`config.mk`:
```
export PLATFORM = sky130hd
export DESIGN_NAME = mul_operand_feeder
export DESIGN_NICKNAME = d
export VERILOG_FILES = /design/src/rtl/mul_pkg.sv /design/src/rtl/mul_timeout_ctr.sv /design/src/rtl/mul_operand_feeder.sv
export SDC_FILE = /design/constraint.sdc
export NUM_CORES = 1
export LEC_CHECK = 0
export BUFFER_PORTS_ARGS = -buffer_cell sky130_fd_sc_hd__buf_4
export CORE_UTILIZATION = 29
export DETAILED_ROUTE_END_ITERATION = 8
export PLACE_DENSITY = 0.58
export SLEW_MARGIN = 15
export SYNTH_ARGS = -nofsm -noshare
export SYNTH_HDL_FRONTEND = slang
export SYNTH_SLANG_ARGS = --single-unit
export TNS_END_PERCENT = 50
```
`constraint.sdc`:
```
create_clock -name clk -period 1.9 [get_ports clk]
set_clock_uncertainty 0.15 [all_clocks]
set_input_delay 0.19 -clock clk [delete_from_list [all_inputs] [get_ports clk]]
set_output_delay 0.19 -clock clk [all_outputs]
set_load 0.01 [all_outputs]
```
`src/rtl/mul_pkg.sv`:
```
// Shared definitions for the multiplier operand feeder: operand width,
// default WAIT timeout and the feeder FSM state encoding.
package mul_pkg;

   localparam int OP_W            = 16;
   localparam int TIMEOUT_DEFAULT = 70000;

   typedef enum logic [2:0] {
      ST_IDLE   = 3'd0,
      ST_START  = 3'd1,
      ST_SEND_A = 3'd2,
      ST_SEND_B = 3'd3,
      ST_WAIT   = 3'd4,
      ST_DRAIN  = 3'd5
   } state_t;

   // Counter width able to hold every value up to and including max_count.
   function automatic int ctr_width(input int max_count);
      return (max_count < 2) ? 1 : $clog2(max_count + 1);
   endfunction

endpackage

```
`src/rtl/mul_timeout_ctr.sv`:
```
// Cycle counter for the feeder's WAIT state: cleared while idle, counts while
// enabled and flags the last permitted cycle (LIMIT-1).
module mul_timeout_ctr
   import mul_pkg::*;
#(
   parameter int LIMIT = TIMEOUT_DEFAULT
) (
   input  logic clk,
   input  logic rst_n,
   input  logic i_clear,
   input  logic i_enable,
   output logic o_terminal
);

   localparam int              CW   = ctr_width(LIMIT);
   localparam logic [CW-1:0]   LAST = CW'(LIMIT - 1);

   logic [CW-1:0] r_count;

   // Saturates at LAST so a stalled enable can never wrap back to zero.
   always_ff @(posedge clk or negedge rst_n) begin
      if (!rst_n) begin
         r_count <= '0;
      end else if (i_clear) begin
         r_count <= '0;
      end else if (i_enable && (r_count != LAST)) begin
         r_count <= r_count + CW'(1);
      end
   end

   assign o_terminal = (r_count == LAST);

endmodule

```
`src/rtl/mul_operand_feeder.sv`:
```
// Accepts an operand pair, streams it to a shift-add multiplier over a shared
// bus (0, A, B), waits for done or timeout, and holds one result for handoff.
module mul_operand_feeder
   import mul_pkg::*;
#(
   parameter int TIMEOUT = TIMEOUT_DEFAULT
) (
   input  logic            clk,
   input  logic            rst_n,
   input  logic            in_valid,
   output logic            in_ready,
   input  logic [OP_W-1:0] in_a,
   input  logic [OP_W-1:0] in_b,
   output logic            mul_start,
   output logic [OP_W-1:0] mul_data,
   input  logic            mul_done,
   input  logic [OP_W-1:0] mul_prod,
   output logic            out_valid,
   input  logic            out_ready,
   output logic [OP_W-1:0] out_prod,
   output logic            out_err
);

   state_t          r_state;
   state_t          w_state_next;
   logic [OP_W-1:0] r_a;
   logic [OP_W-1:0] r_b;
   logic            r_out_valid;
   logic [OP_W-1:0] r_out_prod;
   logic            r_out_err;

   logic w_idle_free;
   logic w_accept;
   logic w_zero_op;
   logic w_in_wait;
   logic w_tc;
   logic w_done_cap;
   logic w_abort;
   logic w_handoff;

   assign w_idle_free = (r_state == ST_IDLE) && !r_out_valid;
   assign w_accept    = in_valid && w_idle_free;
   assign w_zero_op   = (in_a == '0) || (in_b == '0);
   assign w_in_wait   = (r_state == ST_WAIT);
   assign w_done_cap  = w_in_wait && mul_done;
   assign w_abort     = w_in_wait && !mul_done && w_tc;
   assign w_handoff   = r_out_valid && out_ready;

   // rst_n gates only the port so the producer never sees ready during reset.
   assign in_ready    = rst_n && w_idle_free;

   mul_timeout_ctr #(
      .LIMIT (TIMEOUT)
   ) u_timeout_ctr (
      .clk        (clk),
      .rst_n      (rst_n),
      .i_clear    (!w_in_wait),
      .i_enable   (w_in_wait),
      .o_terminal (w_tc)
   );

   always_comb begin
      w_state_next = r_state;
      case (r_state)
         ST_IDLE:   if (w_accept && !w_zero_op) w_state_next = ST_START;
         ST_START:  w_state_next = ST_SEND_A;
         ST_SEND_A: w_state_next = ST_SEND_B;
         ST_SEND_B: w_state_next = ST_WAIT;
         ST_WAIT:   if (mul_done || w_tc) w_state_next = ST_DRAIN;
         ST_DRAIN:  if (!mul_done) w_state_next = ST_IDLE;
         default:   w_state_next = ST_IDLE;
      endcase
   end

   always_ff @(posedge clk or negedge rst_n) begin
      if (!rst_n) begin
         r_state <= ST_IDLE;
      end else begin
         r_state <= w_state_next;
      end
   end

   always_ff @(posedge clk or negedge rst_n) begin
      if (!rst_n) begin
         r_a <= '0;
         r_b <= '0;
      end else if (w_accept) begin
         r_a <= in_a;
         r_b <= in_b;
      end
   end

   // A new result can only be loaded while out_valid is low, so load and
   // handoff never collide; done takes precedence over the timeout abort.
   always_ff @(posedge clk or negedge rst_n) begin
      if (!rst_n) begin
         r_out_valid <= 1'b0;
         r_out_prod  <= '0;
         r_out_err   <= 1'b0;
      end else if (w_accept && w_zero_op) begin
         r_out_valid <= 1'b1;
         r_out_prod  <= '0;
         r_out_err   <= 1'b0;
      end else if (w_done_cap) begin
         r_out_valid <= 1'b1;
         r_out_prod  <= mul_prod;
         r_out_err   <= 1'b0;
      end else if (w_abort) begin
         r_out_valid <= 1'b1;
         r_out_prod  <= '0;
         r_out_err   <= 1'b1;
      end else if (w_handoff) begin
         r_out_valid <= 1'b0;
         r_out_prod  <= '0;
         r_out_err   <= 1'b0;
      end
   end

   always_comb begin
      mul_start = 1'b0;
      mul_data  = '0;
      case (r_state)
         ST_START:  mul_start = 1'b1;
         ST_SEND_A: mul_data  = r_a;
         ST_SEND_B: mul_data  = r_b;
         default:   ;
      endcase
   end

   assign out_valid = r_out_valid;
   assign out_prod  = r_out_prod;
   assign out_err   = r_out_err;

endmodule

```
-- After elaboration in Yosys (flattened, before gate mapping)
Cells that the tools add are included.
- flip-flop bits (word level): 70
- bits in latches: 0
- memory bits (writable): 0
- ROM bits: 0
- input bits: 53
- output and inout port bits: 36
- word-level logic and storage cells: 57
- memories: 0
- add/sub/neg operators: 1
- $mul: 0
- divide/modulo/power cells: 0
- order comparisons: 0
- eq/ne operators: 11
- shift operators: 0
- multiplexer cells: 18
- bitwise logic cells: 0
- reduce and logical (&&, ||, !) cells: 20
- operator list (operator ; number):
    $mux 16 ; 4
    $mux 17 ; 2
    $logic_not 16->1 ; 2
    $pmux 16 s2 ; 1
    $pmux 3 s6 ; 1
    $add 17x1->17 const B ; 1
    $eq 17x17->1 const B ; 1
    $ne 17x17->1 const B ; 1
    $logic_and 1x1->1 ; 10
    $mux 3 ; 3
    $mux 1 ; 7
    $eq 3x2->1 const B ; 2
    $eq 3x3->1 const B ; 2
    $ne 2x2->1 const B ; 3
    $reduce_bool 4->1 ; 1
    $eq 3x1->1 const B ; 1
    $logic_not 1->1 ; 3
    $logic_not 3->1 ; 1
    $reduce_and 3->1 ; 1
    $logic_or 1x1->1 ; 2
    $ne 2x1->1 const B ; 1

-- Depth between registers and ports, before layout
- depth in word-level cells: 6
- gate-level depth with buffers: 7
- depth with buffers taken out: 6

-- Cells and area by module
Synthesis repeated with hierarchy kept, for this count alone.
- cell total of the unflattened synthesis: 284
- area, all modules: 3350.7 um2
- by module, submodules not included (module ; instances ; cells an instance ; area an instance (um2) ; seq. area each (um2)):
    mul_operand_feeder ; 1 ; 184 ; 2398.6 ; 1326.3
    mul_timeout_ctr ; 1 ; 100 ; 952.2 ; 425.4

-- Worst setup path before layout
OpenSTA, ideal clock, no wires.
- path type: register to register
- start: register u_timeout_ctr.r_count[0]
- end: register r_out_prod[10] (netlist: out_prod[10])
- setup time: 0.065 ns
- data arrival time: 1.654 ns
- required time: 1.685 ns
- path slack: 0.030 ns
- stages on the path, launching flop included: 8
- buffers on the path: 1
- period minus slack after synthesis: 1.870 ns
- path through: dfrtp_1 -> ha_1 -> and4b_4 -> nand4_4 -> a21oi_4 -> a221oi_4 -> buf_6 -> a22o_1
- word-level cells in the longest chain between the ends: 5
- elaborated cells between the ends (all ways): 6
- those cells by class: 1 x eq/ne; 3 x mux; 2 x reduce/logical
- RTL lines (item ; RTL line ; RTL):
    start: declaration ; mul_timeout_ctr.sv:18 ; logic [CW-1:0] r_count;
    start signal: assignment ; mul_timeout_ctr.sv:27 ; r_count <= r_count + CW'(1);
    $eq 17x17->1 * ; mul_timeout_ctr.sv:31 ; assign o_terminal = (r_count == LAST);
    $logic_and 1x1->1 * ; mul_operand_feeder.sv:46 ; assign w_abort = w_in_wait && !mul_done && w_tc;
    $mux 16 ; mul_operand_feeder.sv:108 ; end else if (w_abort) begin
    $mux 16 ; mul_operand_feeder.sv:104 ; end else if (w_done_cap) begin
    $mux 16 ; mul_operand_feeder.sv:100 ; end else if (w_accept && w_zero_op) begin
    end signal: assignment ; mul_operand_feeder.sv:106 ; r_out_prod <= mul_prod;
    end: declaration ; mul_operand_feeder.sv:29 ; logic [OP_W-1:0] r_out_prod;
Mark *: on every way between the ends. The rest lies on a longest branch, timed or not.
A chain may end at the register's enable or synchronous reset.

-- Final worst setup path
- start: input port in_a[15]
- end: register r_out_prod[5] (netlist: out_prod[5])
- word-level cells in the longest chain between the ends: 4
- elaborated cells between the ends (all ways): 5
- those cells by class: 1 x mux; 4 x reduce/logical
- RTL lines (item ; RTL line ; RTL):
    start: declaration ; mul_operand_feeder.sv:12 ; input logic [OP_W-1:0] in_a,
    $logic_not 16->1 * ; mul_operand_feeder.sv:43 ; assign w_zero_op = (in_a == '0) || (in_b == '0);
    $logic_or 1x1->1 * ; mul_operand_feeder.sv:43 ;
    $logic_and 1x1->1 * ; mul_operand_feeder.sv:100 ;
    $reduce_bool 4->1 (no line) or $mux 16 (tied branches) ; -- ;
Marks and branches as above.

==> key figures <==
Synthesis
  – Yosys cell types: a little over 40
  – Syn_nets: approximately 320
  – Synthesized area: ~3200 sq um
  – Part of the Yosys area used for sequential elements: between 50% and 60%
  – Post-Syn Instances: between 200 and 300
  – Syn Area/Cell: around 12 sq um
  – Ys Warns: 0
  – Flops & latches, synth: 70

Min path
  – Hold Path End: out_valid
  – Worst min path class: in -> reg
  – Hold path depth: 3
  – Min-delay src: out_ready

Clocking
  – Root buf cell: clkbuf_8
  – Clock H-tree levels: 3
  – Maximum clock insertion buffer count: 2
  – CTS buffer count: 9
  – Reg clk slew, reported paths: ~0.080 ns
  – CTS tree: yes
  – TritonCTS Sinks: 70
  – Clock Latency Late Sink: 0.34 ns

STA
  – Final Worst Setup Slack: slightly below 0.07 ns
  – Worst slew margin: ~71%
  – Fin. Hold Viols: 0
  – Fin crit period: 1.831 ns
  – RSZ-0062 raised after global routing: yes
  – Max frequency: approximately 550 MHz
  – Worst slew pin tran: roughly 0.44 ns
  – Final Setup Violations: 0
  – Final period utilization: a little over nine tenths
  – Fin Hold WS: roughly 0.037 ns
  – Slew Limit Fails: 0

Route
  – Post-route DRC: 0
  – Vias: around 2600
  – Final WL: 7937 um
  – Initial DRC count: just under 80
  – 1st-pass router iterations: 4
  – Vias per cell: approximately 4.6
  – Wire per inst: 13.95 um
  – Post-route ant nets: 0

Outcome
  – Status: finished, final reports clean

Worst setup path
  – CP Max Fanout: 11
  – Worst Setup Path Type: in -> reg
  – Worst path arrival time: ~1.9 ns
  – Reg2Reg Setup Slack: 0.08 ns
  – Data required, critical path: between 1.5 and 2 ns
  – Worst reg2reg path startpoint: u_timeout_ctr.r_count[7]
  – R2R cell count: 6
  – Startpoint Class: input port
  – CP endpoint kind: flop
  – Reg2reg end: out_prod[5]

Global route
  – Overflow left after global routing: 0
  – Initial antenna violation count: 0
  – Vias in the first global route: between 2000 and 3000
  – Largest net degree at the start of global routing: 35
  – First-pass GRT wire length: 12940 um
  – Total Routing Usage GR: ~15%

Power and ir drop
  – Max VDD drop: 0.0006845 V
  – Cell Pwr Density: 1278 nW/um^2
  – P_leak: roughly 0.0023 uW

Cells and area
  – # diodes: 0
  – Share of layout cells above drive strength 1: 43.36%
  – Fill count: 1042
  – Nets: roughly 480
  – Final Cell Area: 4985 sq um
  – Area Growth Syn to Fin: 54.48%
  – Area occupied by multi-input gates: around 1500 sq um
  – Fin cells: between 500 and 600
  – Register area: ~1800 sq um

Floorplan
  – Die W: ~110 um
  – Core box area: between 10000 and 15000 sq um
  – Total I/O pin count: 89
  – Die area: 11550 sq um
  – Overall die height: ~110 um
  – Initial core utilization: about 30%
  – Row cnt: 38

Flow run
  – Max-cap violations: 0

Place
  – GPL Wtd Cong: 0.7310
  – Post-DP Area: 4198 sq um
  – DP Cell Count: between 500 and 600
  – IO Port Bufs: slightly below 90
  – Post-DP HPWL: ~5500 um
  – Setup WS pre-CTS: -0.1882 ns
[where the power goes]
group          switching (uW)  internal (uW)  total, uW
sequential                332           2060       2400
combinational            1160           1610       2770
clock                     573            634       1210
total                    2070           4310       6370
[routing by layer]
metal  global-route usage (%)  wire length [um]  vias up
li1                         -                 -     1259
met1                    18.31              3604     1296
met2                    23.90              3859       59
met4                    4.110                71        0
met5                        0                 0        -
met3                    4.419               402        5
[worst max-delay path by stage]
| stage | startpoint | endpoint | slack [ns] | cells after the start |
|---|---|---|---|---|
| final | in_a[15] | out_prod[5] | 0.07 | 9 |
| after global routing | r_state[0] | out_prod[0] | -0.02 | 6 |
| after CTS | in_a[15] | out_prod[0] | 0.003 | 9 |
| after detailed placement | u_timeout_ctr.r_count[0] | out_prod[0] | -0.19 | 6 |
| after global placement | u_timeout_ctr.r_count[0] | out_prod[1] | -0.08 | 6 |
| after floorplan | u_timeout_ctr.r_count[0] | out_prod[10] | 0.03 | 7 |
[cell families after synthesis]
logic type / count (synthesis) / synth area share, %
adders and majority gates: 1 / 0.3877
buffers and inverters: 15 / 2.326
DFF: 70 / 54.28
xor gates and xnor gates: 14 / 3.800
muxes: 49 / 16.44
AOI/OAI and AO/OA: 27 / 7.833
and+or+nand+nor: 87 / 14.93
[per-stage QoR]
stage	utilization [%]	power, uW	TNS (ns)
after CTS	45.43	6419	0
final	45.98	6372	0
after global routing	45.98	6801	-0.09691
after global placement	38.72	4982	-1.147
after floorplan	-	3890	0
after detailed placement	38.72	5051	-2.897
[cells in the final DEF (no fill, tap or decap), types with 7 or more instances in the layout]
cell type / instances
mux2_2: 32
xor2_1: 9
mux2i_1: 17
clkbuf_8: 10
nand2_1: 8
dlygate4sd3_1: 50
buf_4: 107
a22o_2: 7
nor2_1: 36
dfrtp_1: 68
a22o_1: 9
[what timing repair did]
item,4_1_cts,5_1_grt
endpoints found under the hold margin,85,0
setup buffers,2,1
resized for setup,3,11
hold buffers,50,0
setup endpoints to repair,29,18
pin swaps,0,4
gates cloned,0,0
[synth_stat cells (all sizes together)]
master  count  area (sq um)
a21oi       3         26.28
nand2b      3         18.77
nor3        5         25.02
mux2i      17         170.2
nor4b       2         47.55
o21bai      1         7.510
and3        6         40.03
inv         4         15.01
a221oi      1         26.28
nand2       9         33.78
clkbuf      2         7.510
and2        1         6.260
a21o        1         7.510
buf         9         52.55
and4b       2         23.77
nor2b       1         6.260
or3         1         6.260
nand3       6         30.03
a221o       1         11.26
dfrtp      70          1752
nor4       10         62.56
a22o       16         148.9
xor2        9         78.83
o21ai       1         5.000
o22ai       1         6.260
mux2       32         360.4
ha          1         12.51
a31oi       1         6.260
o31ai       1         7.510
nor2       37         141.4
xnor2       5         43.79
nand4       4         40.04
[state kept, by name, summed over array words and instances, names as in the netlist]
register	count
out_err	1
out_prod	16
out_valid	1
r_a	16
r_b	16
r_state	3
u_timeout_ctr.r_count	17
[area by class of cell]
| class | instances | area share, % |
|---|---|---|
| well taps | 140 | 3.514 |
| repair buffers | 162 | 27.81 |
| clock buffers | 10 | 2.761 |
| flip-flops and latches | 70 | 35.19 |
| inverters | 4 | 0.3012 |
| multi-input cells | 178 | 29.22 |
| clock inverters | 5 | 1.205 |
[critical path, cell delays in order]
cell	delay (ns)
dlygate4sd3_1	0.53
buf_4	0.14
nor4_2	0.15
buf_4	0.16
nand4_1	0.13
nand2_2	0.14
a221oi_4	0.08
buf_4	0.18
a22o_2	0.20
Power figures use the tool's default switching activity.
